[config.mk]
export PLATFORM = sky130hd
export DESIGN_NAME = cache_perf_monitor
export DESIGN_NICKNAME = d
export VERILOG_FILES = /design/src/rtl/perf_types.sv /design/src/rtl/sat_counter.sv /design/src/rtl/cache_perf_monitor.sv
export SDC_FILE = /design/constraint.sdc
export NUM_CORES = 1
export LEC_CHECK = 0
export ABC_CLOCK_PERIOD_IN_PS = 7250
export BUFFER_PORTS_ARGS = -buffer_cell sky130_fd_sc_hd__buf_2
export CORE_MARGIN = 4
export CORE_UTILIZATION = 35
export CTS_BUF_LIST = sky130_fd_sc_hd__clkbuf_8
export DETAILED_ROUTE_END_ITERATION = 16
export MAX_ROUTING_LAYER = met4
export SETUP_SLACK_MARGIN = 0.4
export SYNTH_ARGS = -nofsm -noshare
export SYNTH_HDL_FRONTEND = slang
export SYNTH_HIERARCHICAL = 1
export SYNTH_SLANG_ARGS = --single-unit
[constraint.sdc]
create_clock -name clk -period 7.25 [get_ports clk]
set_input_delay 1.0875 -clock clk [delete_from_list [all_inputs] [get_ports clk]]
set_output_delay 1.0875 -clock clk [all_outputs]
set_load 0.02 [all_outputs]
[src/rtl/perf_types.sv]
// rtl/perf_types.sv - shared types and default sizes for the cache performance monitor
// Contents: monitor FSM state enum, default associativity and counter width.
package perf_types;

    localparam int DEF_NUM_WAYS = 4;
    localparam int DEF_CNT_W    = 32;

    typedef enum logic {
        IDLE = 1'b0,
        WAIT = 1'b1
    } state_t;

endpackage

[src/rtl/sat_counter.sv]
// rtl/sat_counter.sv - saturating accumulator used for every monitor counter
// Ports: clk, rst (sync, active-high), clr (zero), inc (add enable),
//        add (amount added when inc=1), q (current value, sticks at all-ones).
module sat_counter #(
    parameter int W = 32
) (
    input  logic         clk,
    input  logic         rst,
    input  logic         clr,
    input  logic         inc,
    input  logic [W-1:0] add,
    output logic [W-1:0] q
);

    logic [W:0] sum;

    always_comb begin
        sum = {1'b0, q} + {1'b0, add};
    end

    // Clear beats a same-cycle increment; carry-out means the sum overflowed.
    always_ff @(posedge clk) begin
        if (rst || clr) begin
            q <= '0;
        end else if (inc) begin
            q <= sum[W] ? '1 : sum[W-1:0];
        end
    end

endmodule

[src/rtl/cache_perf_monitor.sv]
// rtl/cache_perf_monitor.sv - per-way hit / miss counters with snapshot for a cache
// Ports: clk, rst (sync, active-high), req/resp (request accept / complete),
//        hit (per-way tag match in req cycle), clr (zero live counters),
//        freeze (suppress counting), snap (copy live counters to outputs).
//        Outputs hit_cnt (way i at [i*CNT_W +: CNT_W]), hit_total, miss_cnt,
//        snap_valid (one-cycle pulse after snap), busy (request outstanding),
//        multi_hit_err (sticky, more than one way matched).
// Option PERF_MISS_LAT_EN: adds lat_sum / lat_max snapshot outputs holding the
//        summed and largest miss latency (req cycle to resp cycle inclusive).
module cache_perf_monitor
    import perf_types::*;
#(
    parameter int NUM_WAYS = DEF_NUM_WAYS,
    parameter int CNT_W    = DEF_CNT_W
) (
    input  logic                      clk,
    input  logic                      rst,
    input  logic                      req,
    input  logic                      resp,
    input  logic [NUM_WAYS-1:0]       hit,
    input  logic                      clr,
    input  logic                      freeze,
    input  logic                      snap,
    output logic [NUM_WAYS*CNT_W-1:0] hit_cnt,
    output logic [CNT_W-1:0]          hit_total,
    output logic [CNT_W-1:0]          miss_cnt,
    output logic                      snap_valid,
    output logic                      busy,
    output logic                      multi_hit_err
`ifdef PERF_MISS_LAT_EN
    ,
    output logic [CNT_W-1:0]          lat_sum,
    output logic [CNT_W-1:0]          lat_max
`endif
);

    localparam logic [NUM_WAYS-1:0] WAY_ONE = NUM_WAYS'(1);
    localparam logic [CNT_W-1:0]    CNT_ONE = CNT_W'(1);

    state_t state;
    state_t state_nxt;

    always_ff @(posedge clk) begin
        if (rst) begin
            state <= IDLE;
        end else begin
            state <= state_nxt;
        end
    end

    always_comb begin
        state_nxt = state;
        case (state)
            IDLE:    if (req && !resp) state_nxt = WAIT;
            WAIT:    if (resp)         state_nxt = IDLE;
            default: state_nxt = IDLE;
        endcase
    end

    assign busy = (state == WAIT);

    // A request is classified only when it is accepted from IDLE.
    logic                classify;
    logic                any_hit;
    logic                multi;
    logic                count_en;
    logic [NUM_WAYS-1:0] hit_low;

    assign classify = req && (state == IDLE);
    assign any_hit  = |hit;
    // x & -x isolates the lowest set bit; x & (x-1) is non-zero iff two or more bits set.
    assign hit_low  = hit & (~hit + WAY_ONE);
    assign multi    = |(hit & (hit - WAY_ONE));
    assign count_en = classify && !freeze;

    logic [NUM_WAYS*CNT_W-1:0] live_hit;
    logic [CNT_W-1:0]          live_total;
    logic [CNT_W-1:0]          live_miss;

    for (genvar i = 0; i < NUM_WAYS; i++) begin : g_way
        sat_counter #(.W(CNT_W)) u_hit_cnt (
            .clk (clk),
            .rst (rst),
            .clr (clr),
            .inc (count_en && hit_low[i]),
            .add (CNT_ONE),
            .q   (live_hit[i*CNT_W +: CNT_W])
        );
    end

    sat_counter #(.W(CNT_W)) u_hit_total (
        .clk (clk),
        .rst (rst),
        .clr (clr),
        .inc (count_en && any_hit),
        .add (CNT_ONE),
        .q   (live_total)
    );

    sat_counter #(.W(CNT_W)) u_miss_cnt (
        .clk (clk),
        .rst (rst),
        .clr (clr),
        .inc (count_en && !any_hit),
        .add (CNT_ONE),
        .q   (live_miss)
    );

    always_ff @(posedge clk) begin
        if (rst || clr) begin
            multi_hit_err <= 1'b0;
        end else if (classify && multi) begin
            multi_hit_err <= 1'b1;
        end
    end

`ifdef PERF_MISS_LAT_EN
    // lat_timer holds the cycles elapsed so far, counting the req cycle as 1.
    logic [CNT_W-1:0] lat_timer;
    logic             miss_pend;
    logic             lat_done;
    logic             lat_en;
    logic [CNT_W-1:0] lat_val;
    logic [CNT_W-1:0] live_lat_sum;
    logic [CNT_W-1:0] live_lat_max;

    always_ff @(posedge clk) begin
        if (rst) begin
            lat_timer <= '0;
            miss_pend <= 1'b0;
        end else if (classify && !resp) begin
            lat_timer <= CNT_ONE;
            miss_pend <= !any_hit;
        end else if (busy && (lat_timer != '1)) begin
            lat_timer <= lat_timer + CNT_ONE;
        end
    end

    assign lat_done = (classify && resp && !any_hit) || (busy && resp && miss_pend);
    assign lat_val  = !busy ? CNT_ONE :
                      (lat_timer == '1) ? lat_timer : lat_timer + CNT_ONE;
    assign lat_en   = lat_done && !freeze;

    sat_counter #(.W(CNT_W)) u_lat_sum (
        .clk (clk),
        .rst (rst),
        .clr (clr),
        .inc (lat_en),
        .add (lat_val),
        .q   (live_lat_sum)
    );

    always_ff @(posedge clk) begin
        if (rst || clr) begin
            live_lat_max <= '0;
        end else if (lat_en && (lat_val > live_lat_max)) begin
            live_lat_max <= lat_val;
        end
    end

    always_ff @(posedge clk) begin
        if (rst) begin
            lat_sum <= '0;
            lat_max <= '0;
        end else if (snap) begin
            lat_sum <= live_lat_sum;
            lat_max <= live_lat_max;
        end
    end
`endif

    // Snapshot takes the registered live values, i.e. before this cycle's
    // increment or clear lands.
    always_ff @(posedge clk) begin
        if (rst) begin
            hit_cnt    <= '0;
            hit_total  <= '0;
            miss_cnt   <= '0;
            snap_valid <= 1'b0;
        end else begin
            snap_valid <= snap;
            if (snap) begin
                hit_cnt   <= live_hit;
                hit_total <= live_total;
                miss_cnt  <= live_miss;
            end
        end
    end

endmodule

==> results of run 1 <==
## report_power, final
part	switching (mW)	leakage [nW]	internal, mW
Clock	1.01	0.889	1.41
Combinational	0.336	8.80	0.192
Sequential	0.0182	3.12	2.15
## state kept, by name (all words and copies together), names as in the netlist
name	flops
multi_hit_err	1
u_hit_total/q	32
miss_cnt	32
u_miss_cnt/q	32
g_way.u_hit_cnt/q	128
snap_valid	1
busy	1
hit_total	32
hit_cnt	128
## worst max path at each step
stage | start | endpoint | slack (ps) | depth (start not counted)
6_report | g_way[2].u_hit_cnt/q[0] | g_way[2].u_hit_cnt/q[26] | 3870 | 10
5_1_grt | g_way[1].u_hit_cnt/q[0] | g_way[1].u_hit_cnt/q[26] | 3620 | 10
4_1_cts | g_way[2].u_hit_cnt/q[0] | g_way[2].u_hit_cnt/q[26] | 3830 | 10
3_5_place_dp | g_way[2].u_hit_cnt/q[0] | g_way[2].u_hit_cnt/q[26] | 3820 | 10
3_3_place_gp | freeze | g_way[1].u_hit_cnt/q[26] | 3870 | 7
2_1_floorplan | g_way[3].u_hit_cnt/q[0] | g_way[3].u_hit_cnt/q[31] | 4510 | 10
## Yosys cell counts, types with 11 or more instances
cell        n
clkbuf_1   70
xnor2_1    78
ha_1      192
dfxtp_1   387
a211oi_1   22
a21oi_1   349
or3_1      12
o21ai_0   270
a21o_1     80
o21bai_1   20
nor2_1    268
nor3_1     12
inv_1      33
buf_2      21
a31oi_1    26
nand3_1    32
o211ai_1   11
and3_1     21
buf_12     12
o21a_1     19
nand2_1   119
buf_4      15
xor2_1     93
nand4_1    41
nor2b_1    18
mux2i_1   192
## metal layers
layer	wire length [um]	vias up	track usage [%]	part of all wire [%]
met3	3210	74	3.80	5.4
met5	0	-	-	0
li1	-	10200	-	-
met1	28800	9234	22.3	48
met4	1060	0	4.80	1.8
met2	26800	315	26.8	45
## worst register-to-register path, cell delays in order (launching register included)
cell and delay (ps):
dfxtp_1 320, ha_1 220, fa_1 430, a211oi_1 250, nor2_1 90, a41o_1 300, a31o_4 270, a41oi_4 270
o21ai_2 140, a21oi_4 750, a31oi_1 200
## cell families (layout without fill, tap and decap cells)
logic type               count (synthesis)  count (layout)  share of synthesized area [%]
AO/OA/AOI/OAI                          929             929                           24.8
XOR/XNOR                               171             171                           6.43
adder cells (fa/ha/maj)                199             199                           10.9
buffers and inverters                  172             390                           4.62
flip-flops                             387             387                           33.2
multiplexers                           192             192                           8.25
other                                    2             201                         0.0322
AND/OR/NAND/NOR                        588             588                           11.8
## stage by stage
step	cells	util, %
4_1_cts	3918	41.1
3_5_place_dp	3783	38.5
5_1_grt	3921	41.1
6_report	3921	41.1
2_1_floorplan	2836	-
3_3_place_gp	3783	38.5
## layout make-up
type	instances	area share (%)
diodes	3	0.0278
clock buffers	96	4.88
inverters	33	0.458
well taps	864	4.00
multi-input cells	2277	56.4
repair buffers	222	4.33
clock inverters	39	1.31
flip-flops and latches	387	28.6
==> flow_summary.yaml, run 1 <==
route:
  drtIter0Drc: 978
  wl_per_cell_um: 15.3
  routed_wirelength_mm: 59.8
  dr.pass1.iters: 5
  drc: 0
  vias_per_cell: 5.07
  postRouteAntennaNets: 0
  vias: 19900
outcome:
  status: "finished clean"
critical_path:
  critPathRequiredTime_ps: 7710
  r2r-start: "g_way[2].u_hit_cnt/q[0]"
  critPathBufInv: 0
  critPathArrivalTime_ps: 3840
  end_kind: "register"
  crit_path_cell_trace: "ha_1 -> fa_1 -> a211oi_1 -> nor2_1 -> a41o_1 -> a31o_4 -> a41oi_4 -> o21ai_2 -> a21oi_4 -> a31oi_1"
  regToRegEndpoint: "g_way[2].u_hit_cnt/q[26]"
  critPathKind: "reg2reg"
  reg2regPathDepth: 10
  slowest_delay_ps: 750
  cpMaxStageDelayCell: "a21oi_4"
  crit_fanout: 32
  reg2reg_slack_ps: 3870
  cp-start-kind: "register"
  critical_path.top_delay_family: "compound AO/OA/AOI/OAI gates"
logic_synthesis:
  synth.distinct_cells: 84
  synth_area_leaders: "dfxtp_1 33%, ha_1 10%, mux2i_1 8.2%"
  synth-seq-cells: 387
  netlist_area_um2: 23300
  synthArstFlopShare_pct: 0
  yosys_warnings: 6
  netlist_instances: 2640
  ys_seq_area_share_pct: 33.2
  synth.top_cell.area_share_pct: 33.2
  syn_avg_cell_area_um2: 8.83
  yosysTopAreaCell: "dfxtp_1"
  synth_edf_count: 0
  synth_flop_cell: "dfxtp_1"
min_path:
  hold_end: "multi_hit_err"
  holdPathStages: 2
  hp-class: "reg2reg"
  worstHoldStart: "multi_hit_err"
clock_tree:
  clk_latency_ps: 650
  cts_tree: "built"
  clockBufferDepth: 3
  htreeDepth: 3
  cts.sinks: 387
  root_buffer: "clkbuf_8"
  postCtsHoldBufs: 0
  ctsResizeCount: 0
  cts_setup_buffers: 0
  path_clk_slew_ps: 60
  cts_made_buffers: 75
grt:
  antenna_found_initial: 2
  grt_overflow: 0
  grtUsageTotal_pct: 17.1
  grt_pass1_wl_mm: 99.0
  grt_pass1_vias: 19200
  grt_max_degree: 63
final_layout:
  syn_to_final_growth_pct: 16.1
  mostFrequentLayoutCells: "387 x dfxtp_1, 349 x a21oi_1, 270 x o21ai_0, 267 x nor2_1, 203 x buf_2"
  layout_commonest_cell: "dfxtp_1"
  num-fill-cells: 6813
  fin_nets: 3205
  drive_gt1_share_pct: 13.2
  regArea_um2: 7750
  final_cell_area_um2: 27000
  multi_input_comb_area_um2: 15200
placement:
  post_dp_cell_area_um2: 25400
  io_buffer_count: 205
  dp_slack_ps: 3820
  gp_congestion: 0.873
  hpwl_mm: 42.4
floorplanning:
  io_pins: 206
  row_count: 94
  fp.dieH_um: 266
  initial_core_util_pct: 35.4
  core-area_um2: 65900
  dieArea_um2: 70800
  die_w_um: 266
sta:
  slew_viol_final: 0
  hold_viol_final: 0
  setup_ws_ps: 3870
  hold_slack_ps: 463
  period_share_pct: 46.6
  post-route-min-period_ps: 3380
  worst_slew_pin_slew_ps: 1120
  rsz0062_at_grt: "no"
  fmax_mhz: 296
  setup-tns-final_ps: 0
  fin_worst_skew_ps: 20.7
  slew_headroom_pct: 25.3
  setup_viol: 0
pwr:
  peakVddDrop_mv: 0.150
  p_total_mw: 5.12
  p_leak_nw: 12.8
  power.density_nw_per_um2: 189
run:
  drv_cap: 0
(Power assumes the default switching activity.)
==> run 2: changes to the inputs <==
--- a/config.mk
+++ b/config.mk
@@ -5,7 +5,8 @@
 export SDC_FILE = /design/constraint.sdc
 export NUM_CORES = 1
 export LEC_CHECK = 0
-export ABC_CLOCK_PERIOD_IN_PS = 7250
+export ABC_AREA = 1
+export ABC_CLOCK_PERIOD_IN_PS = 3100
 export BUFFER_PORTS_ARGS = -buffer_cell sky130_fd_sc_hd__buf_2
 export CORE_MARGIN = 4
 export CORE_UTILIZATION = 35
==> constraint.sdc (replaced) <==
create_clock -name clk -period 3.1 [get_ports clk]
set_input_delay 0.465 -clock clk [delete_from_list [all_inputs] [get_ports clk]]
set_output_delay 0.465 -clock clk [all_outputs]
set_load 0.02 [all_outputs]
==> run 2 against run 1 <==
Synthesized area grew 25%. Worst setup slack worse by 3200 ps. Maximum frequency is 37% higher. Largest power group unchanged.
==> flow_summary.yaml, run 2 <==
placement:
  hpwl_mm: 66.7
  dp_slack_ps: 618
  gp_congestion: 0.924
  io_buffer_count: 205
critical_path:
  critPathBufInv: 0
  crit_path_cell_trace: "ha_1 -> fa_1 -> nand3_1 -> nand3_2 -> nand2_1 -> nand2_2 -> nand2_2 -> nand2_4 -> a21oi_4 -> nand2_1 -> nor2_1 -> nor2_1"
  cp-start-kind: "register"
  cpMaxStageDelayCell: "a21oi_4"
  end_kind: "register"
  crit_fanout: 18
  critical_path.top_delay_family: "simple AND/OR/NAND/NOR gates"
  critPathKind: "reg2reg"
  critPathRequiredTime_ps: 3620
  reg2reg_slack_ps: 630
  critPathArrivalTime_ps: 2990
  slowest_delay_ps: 510
logic_synthesis:
  synth.top_cell.area_share_pct: 26.6
  synthSimpleGateAreaFrac_pct: 39.6
  yosysTopAreaCell: "dfxtp_1"
  synth_top_family_by_area: "simple AND/OR/NAND/NOR gates"
  synthTopCellsByCount: "1,483 x nand2_1, 917 x nor2_1, 748 x inv_1, 387 x dfxtp_1, 378 x o21ai_0"
  yosys_warnings: 6
  netlist_area_um2: 29200
  ys_seq_area_share_pct: 26.6
  synth.distinct_cells: 41
  synth-seq-cells: 387
  synth-compound-area-share_pct: 9.65
  synthMuxAreaShare_pct: 0
  synthArstFlopShare_pct: 0
  synth_flop_cell: "dfxtp_1"
  synthXorXnorAreaFrac_pct: 2.70
  syn_avg_cell_area_um2: 5.89
  netlist_instances: 4950
  synth_area_leaders: "dfxtp_1 27%, nand2_1 19%, nor2_1 12%"
  synth_edf_count: 0
  synth_fa_ha_area_share_pct: 8.65
  synth.most_common_cell: "nand2_1"
floorplanning:
  row_count: 105
  fp.dieH_um: 297
  io_pins: 206
  dieArea_um2: 88000
  initial_core_util_pct: 35.4
  die_w_um: 297
  core-area_um2: 82400
clock_tree:
  cts_made_buffers: 75
  clk_latency_ps: 660
  ctsResizeCount: 0
  htreeDepth: 3
  path_clk_slew_ps: 60
  root_buffer: "clkbuf_8"
  cts_tree: "built"
  cts.sinks: 387
  clockBufferDepth: 3
route:
  drc: 0
  drtIter0Drc: 1601
  wl_per_cell_um: 13.3
  routed.top_layer: "met4"
  vias_per_cell: 4.54
  dr.pass1.iters: 6
  wl_met3_mm: 4.20
  routed_wirelength_mm: 85.8
  met1Wirelength_mm: 41.3
  postRouteAntennaNets: 0
  met2WireLength_mm: 38.8
  vias: 29400
final_layout:
  largestRegisters: "g_way.u_hit_cnt/q (128), hit_cnt (128)"
  drive_gt1_share_pct: 10.1
  fin_nets: 5548
  layout_commonest_cell: "nand2_1"
  mostFrequentLayoutCells: "1,483 x nand2_1, 915 x nor2_1, 762 x inv_1, 387 x dfxtp_1, 378 x o21ai_0"
  syn_to_final_growth_pct: 14.6
outcome:
  status: "finished clean"
pwr:
  p_sw_share_pct: 30.3
  power_frac_seq_pct: 41.5
  peakVddDrop_mv: 0.320
  p_leak_nw: 19.3
  combPwrFrac_pct: 15.2
  p_switching_mw: 3.83
  power.density_nw_per_um2: 378
  p_int_mw: 8.80
  clkPwrFrac_pct: 43.3
grt:
  grtUsageTotal_pct: 19.8
  grt_max_degree: 108
  grt_pass1_wl_mm: 139
  grt_pass1_vias: 27600
  grt_overflow: 0
  antenna_found_initial: 4
sta:
  period_share_pct: 79.6
  fin_worst_skew_ps: 36.8
  setup_viol: 0
  worst_slew_pin_slew_ps: 793
  slew_headroom_pct: 47.2
  post-route-min-period_ps: 2470
  setup-tns-final_ps: 0
  hold_slack_ps: 78.5
  setup_ws_ps: 634
  fmax_mhz: 405
  rsz0062_at_grt: "no"
  slew_viol_final: 0
  hold_viol_final: 0
min_path:
  hp-class: "in2reg"
run:
  drv_cap: 0
[run 2: cell count changes in the layout (fill, tap and decap cells not counted), moves of 39 or more]
cell / delta
a21o_1: -80
a21oi_1: -240
inv_1: +716
mux2i_1: -192
nand2_1: +1364
nand2_2: +39
nand3_1: +160
nor2_1: +648
nor2_2: +61
o21ai_0: +108
xnor2_1: -51
[run 2: power by group through the flow]
| stage | Sequential (mW) | Clock [mW] | Combinational, mW |
|---|---|---|---|
| floorplan | 5.48 | 0 | 1.27 |
| global placement | 5.35 | 0 | 1.88 |
| detailed placement | 5.35 | 0 | 1.89 |
| CTS | 5.25 | 5.69 | 1.90 |
| global route | 5.26 | 5.91 | 2.18 |
| finish | 5.25 | 5.47 | 1.92 |
[run 2: kinds of logic after synthesis]
logic type	after synthesis
AOI/OAI and AO/OA	536
xor gates and xnor gates	90
adders and majority gates	198
buffers and inverters	912
DFF	387
other	2
and+or+nand+nor	2825
[run 2: worst paths after layout]
kind / to / cells after the start / from
max: g_way[3].u_hit_cnt/q[30] / 12 / g_way[3].u_hit_cnt/q[0]
min: busy / 3 / req
max reg2reg: g_way[3].u_hit_cnt/q[30] / 12 / g_way[3].u_hit_cnt/q[0]
min reg2reg: multi_hit_err / 2 / multi_hit_err
[run 2: stage by stage]
stage                     std cells  total power, mW  area (um2)  utilization (%)
final                          6468             12.6       33400             40.6
after CTS                      6463             12.8       33400             40.6
after floorplan                5146             6.75       29900                -
after global placement         6331             7.23       31800             38.6
after detailed placement       6331             7.24       31800             38.6
after global routing           6465             13.4       33400             40.6
[run 2: repair_timing]
action / CTS / global route
hold buffers: 1 / 0
endpoints found under the hold margin: 1 / 0
setup buffers: 0 / 0
[run 2: layout make-up]
cell class | count | area [um2]
timing repair buffer | 233 | 1280
tap | 1070 | 1340
clock buffer | 90 | 1240
clock inverter | 41 | 347
inverter | 795 | 2990
sequential | 387 | 7750
antenna | 5 | 12.5
multi-input combinational | 3847 | 18500
fill | 9226 | 48900
[run 2: metal layers]
layer	vias up	GRT usage, %
met1	13000	26.0
met3	106	2.89
li1	15800	-
met2	506	32.5
met5	-	-
met4	0	4.63
[run 2: worst min-delay path: stages]
cell and delay [ps]:
buf_2 100, nor2_1 80, nor3_1 50
==> run 3: changes to the inputs <==
--- a/config.mk
+++ b/config.mk
@@ -6,7 +6,7 @@
 export NUM_CORES = 1
 export LEC_CHECK = 0
 export ABC_AREA = 1
-export ABC_CLOCK_PERIOD_IN_PS = 3100
+export ABC_CLOCK_PERIOD_IN_PS = 1980
 export BUFFER_PORTS_ARGS = -buffer_cell sky130_fd_sc_hd__buf_2
 export CORE_MARGIN = 4
 export CORE_UTILIZATION = 35
==> constraint.sdc (replaced) <==
create_clock -name clk -period 1.98 [get_ports clk]
set_input_delay 0.297 -clock clk [delete_from_list [all_inputs] [get_ports clk]]
set_output_delay 0.297 -clock clk [all_outputs]
set_load 0.02 [all_outputs]
==> run 3 against run 2 <==
The flow now finishes with violations (setup timing). Highest routed layer unchanged. Global-route usage grew 0.81 points. Clock power is 51% higher. Largest cell class unchanged. Sequential share of layout area decreased by 2.1 points. Clock skew rose by 8.0 ps. Power up 58%. Critical endpoint is now u_miss_cnt/q[4].
==> flow_summary.yaml, run 3 (same netlist as run 2, synthesis figures left out) <==
outcome:
  status: "finished, violations left"
  violations: "setup timing"
floorplanning:
  row_count: 105
  core-area_um2: 82400
  fp.dieH_um: 297
  dieArea_um2: 88000
  die_w_um: 297
  initial_core_util_pct: 35.4
  io_pins: 206
route:
  drc: 0
  wl_per_cell_um: 13.6
  drtIter0Drc: 1491
  postRouteAntennaNets: 0
  routed_wirelength_mm: 90.4
  dr.pass1.iters: 5
  vias_per_cell: 4.57
  vias: 30500
final_layout:
  drive_gt1_share_pct: 18.8
  post-route-util_pct: 45.0
  final_cell_area_um2: 37000
  syn_to_final_growth_pct: 27.0
  mostFrequentLayoutCells: "1,399 x nand2_1, 821 x nor2_1, 766 x inv_1, 352 x dfxtp_1, 336 x o21ai_0"
  layout_commonest_cell: "nand2_1"
  fin_nets: 5744
  largestRegisters: "g_way.u_hit_cnt/q (128), hit_cnt (128)"
  num-fill-cells: 8795
critical_path:
  critPathKind: "reg2reg"
  critPathArrivalTime_ps: 2640
  crit_path_cell_trace: "ha_4 -> fa_2 -> nand3_2 -> nand3_2 -> nand2_2 -> nand2_2 -> nand2_2 -> nand2_4 -> buf_4 -> nand3_4 -> nand3_4 -> clkbuf_16 -> o21ai_2 -> inv_1"
  critPathRequiredTime_ps: 2560
  cp-start-kind: "register"
  crit_fanout: 7
  timing.critical_path.mode_cell: "nand2_2"
  cpMaxStageDelayCell: "fa_2"
  slowest_delay_ps: 390
  end_kind: "register"
grt:
  grt_use_met3_pct: 3.36
  grt_overflow: 0
  grtUsageTotal_pct: 20.6
  grt_pass1_vias: 28700
  met2_usage_pct: 34.2
  grt_pass1_wl_mm: 144
  met1_usage_pct: 26.4
  grt_max_degree: 102
  busiest_layer: "met2"
  antenna_found_initial: 5
sta:
  hold_viol_final: 0
  slew_headroom_pct: 64.1
  post-route-min-period_ps: 2060
  rsz0062_at_grt: "yes"
  slew_viol_final: 0
  fin_worst_skew_ps: 44.9
  worst_slew_pin_slew_ps: 539
  setup_viol: 74
  setup_ws_ps: -79.3
  fmax_mhz: 486
  period_share_pct: 104
clock_tree:
  path_clk_slew_ps: 60
  clk_latency_ps: 700
  cts_tree: "built"
  cts_made_buffers: 74
  htreeDepth: 3
  cts.sinks: 387
  root_buffer: "clkbuf_8"
  clockBufferDepth: 3
pwr:
  p_total_mw: 20.0
  power.density_nw_per_um2: 540
  peakVddDrop_mv: 0.446
  p_leak_nw: 20.7
placement:
  gp_congestion: 0.971
  dp_slack_ps: -84.8
  post_dp_cell_area_um2: 33500
  hpwl_mm: 69.5
  io_buffer_count: 205
min_path:
  hp-class: "in2reg"
run:
  drv_cap: 0
[run 3: layer usage]
layer  share of wire [%]  vias up
met3                 4.7      143
li1                    -    16200
met2                  46      502
met5                   0        -
met1                  47    13700
met4                 2.1        0
[run 3: repair_timing]
item                                    CTS  global route
resized for setup                       187           276
cloned                                    9             2
buffers inserted                         17            12
endpoints found under the setup margin  227           240
hold endpoints to repair                  2             0
pin swaps                                60            60
hold buffers                              3             0
[run 3: area by class of cell]
class,instances,area [um2],area share [%]
repair buffers,428,3300,8.92
flip-flops and latches,387,7800,21.1
well taps,1070,1340,3.61
clock buffers,89,1220,3.31
diodes,5,12.5,0.0338
inverters,795,2990,8.08
multi-input cells,3849,20100,54.2
clock inverters,39,287,0.774
[run 3: path summary, 6_finish.rpt]
check | start | end | slack [ps] | cells after the start
worst max-delay path | u_miss_cnt/q[0] | u_miss_cnt/q[4] | -80 | 14
worst min register to register | multi_hit_err | multi_hit_err | 470 | 2
worst min-delay path | snap | hit_cnt[89] | 70 | 4
worst max register to register | u_miss_cnt/q[0] | u_miss_cnt/q[4] | -80 | 14
[run 3: stage by stage]
stage / setup TNS [ps] / cells / hold WS, ps
2_1_floorplan: 0 / 5146 / 364
3_3_place_gp: -856 / 6486 / 451
3_5_place_dp: -3690 / 6486 / 451
4_1_cts: -173 / 6643 / 2.42
5_1_grt: -16330 / 6662 / 32.2
6_report: -2250 / 6662 / 68.4
[run 3: report_power, final]
group / internal (mW) / leakage (nW) / switching (mW)
Combinational: 1.20 / 16.7 / 2.30
Clock: 4.40 / 0.845 / 3.86
Sequential: 8.05 / 3.17 / 0.169
[run 3: critical path, delay by kind of cell, from the launching register on]
family,cells,cell delay (ps)
compound gates,1,120
fa+ha+maj,2,550
buf+inv,3,380
flops,1,330
simple gates,8,570
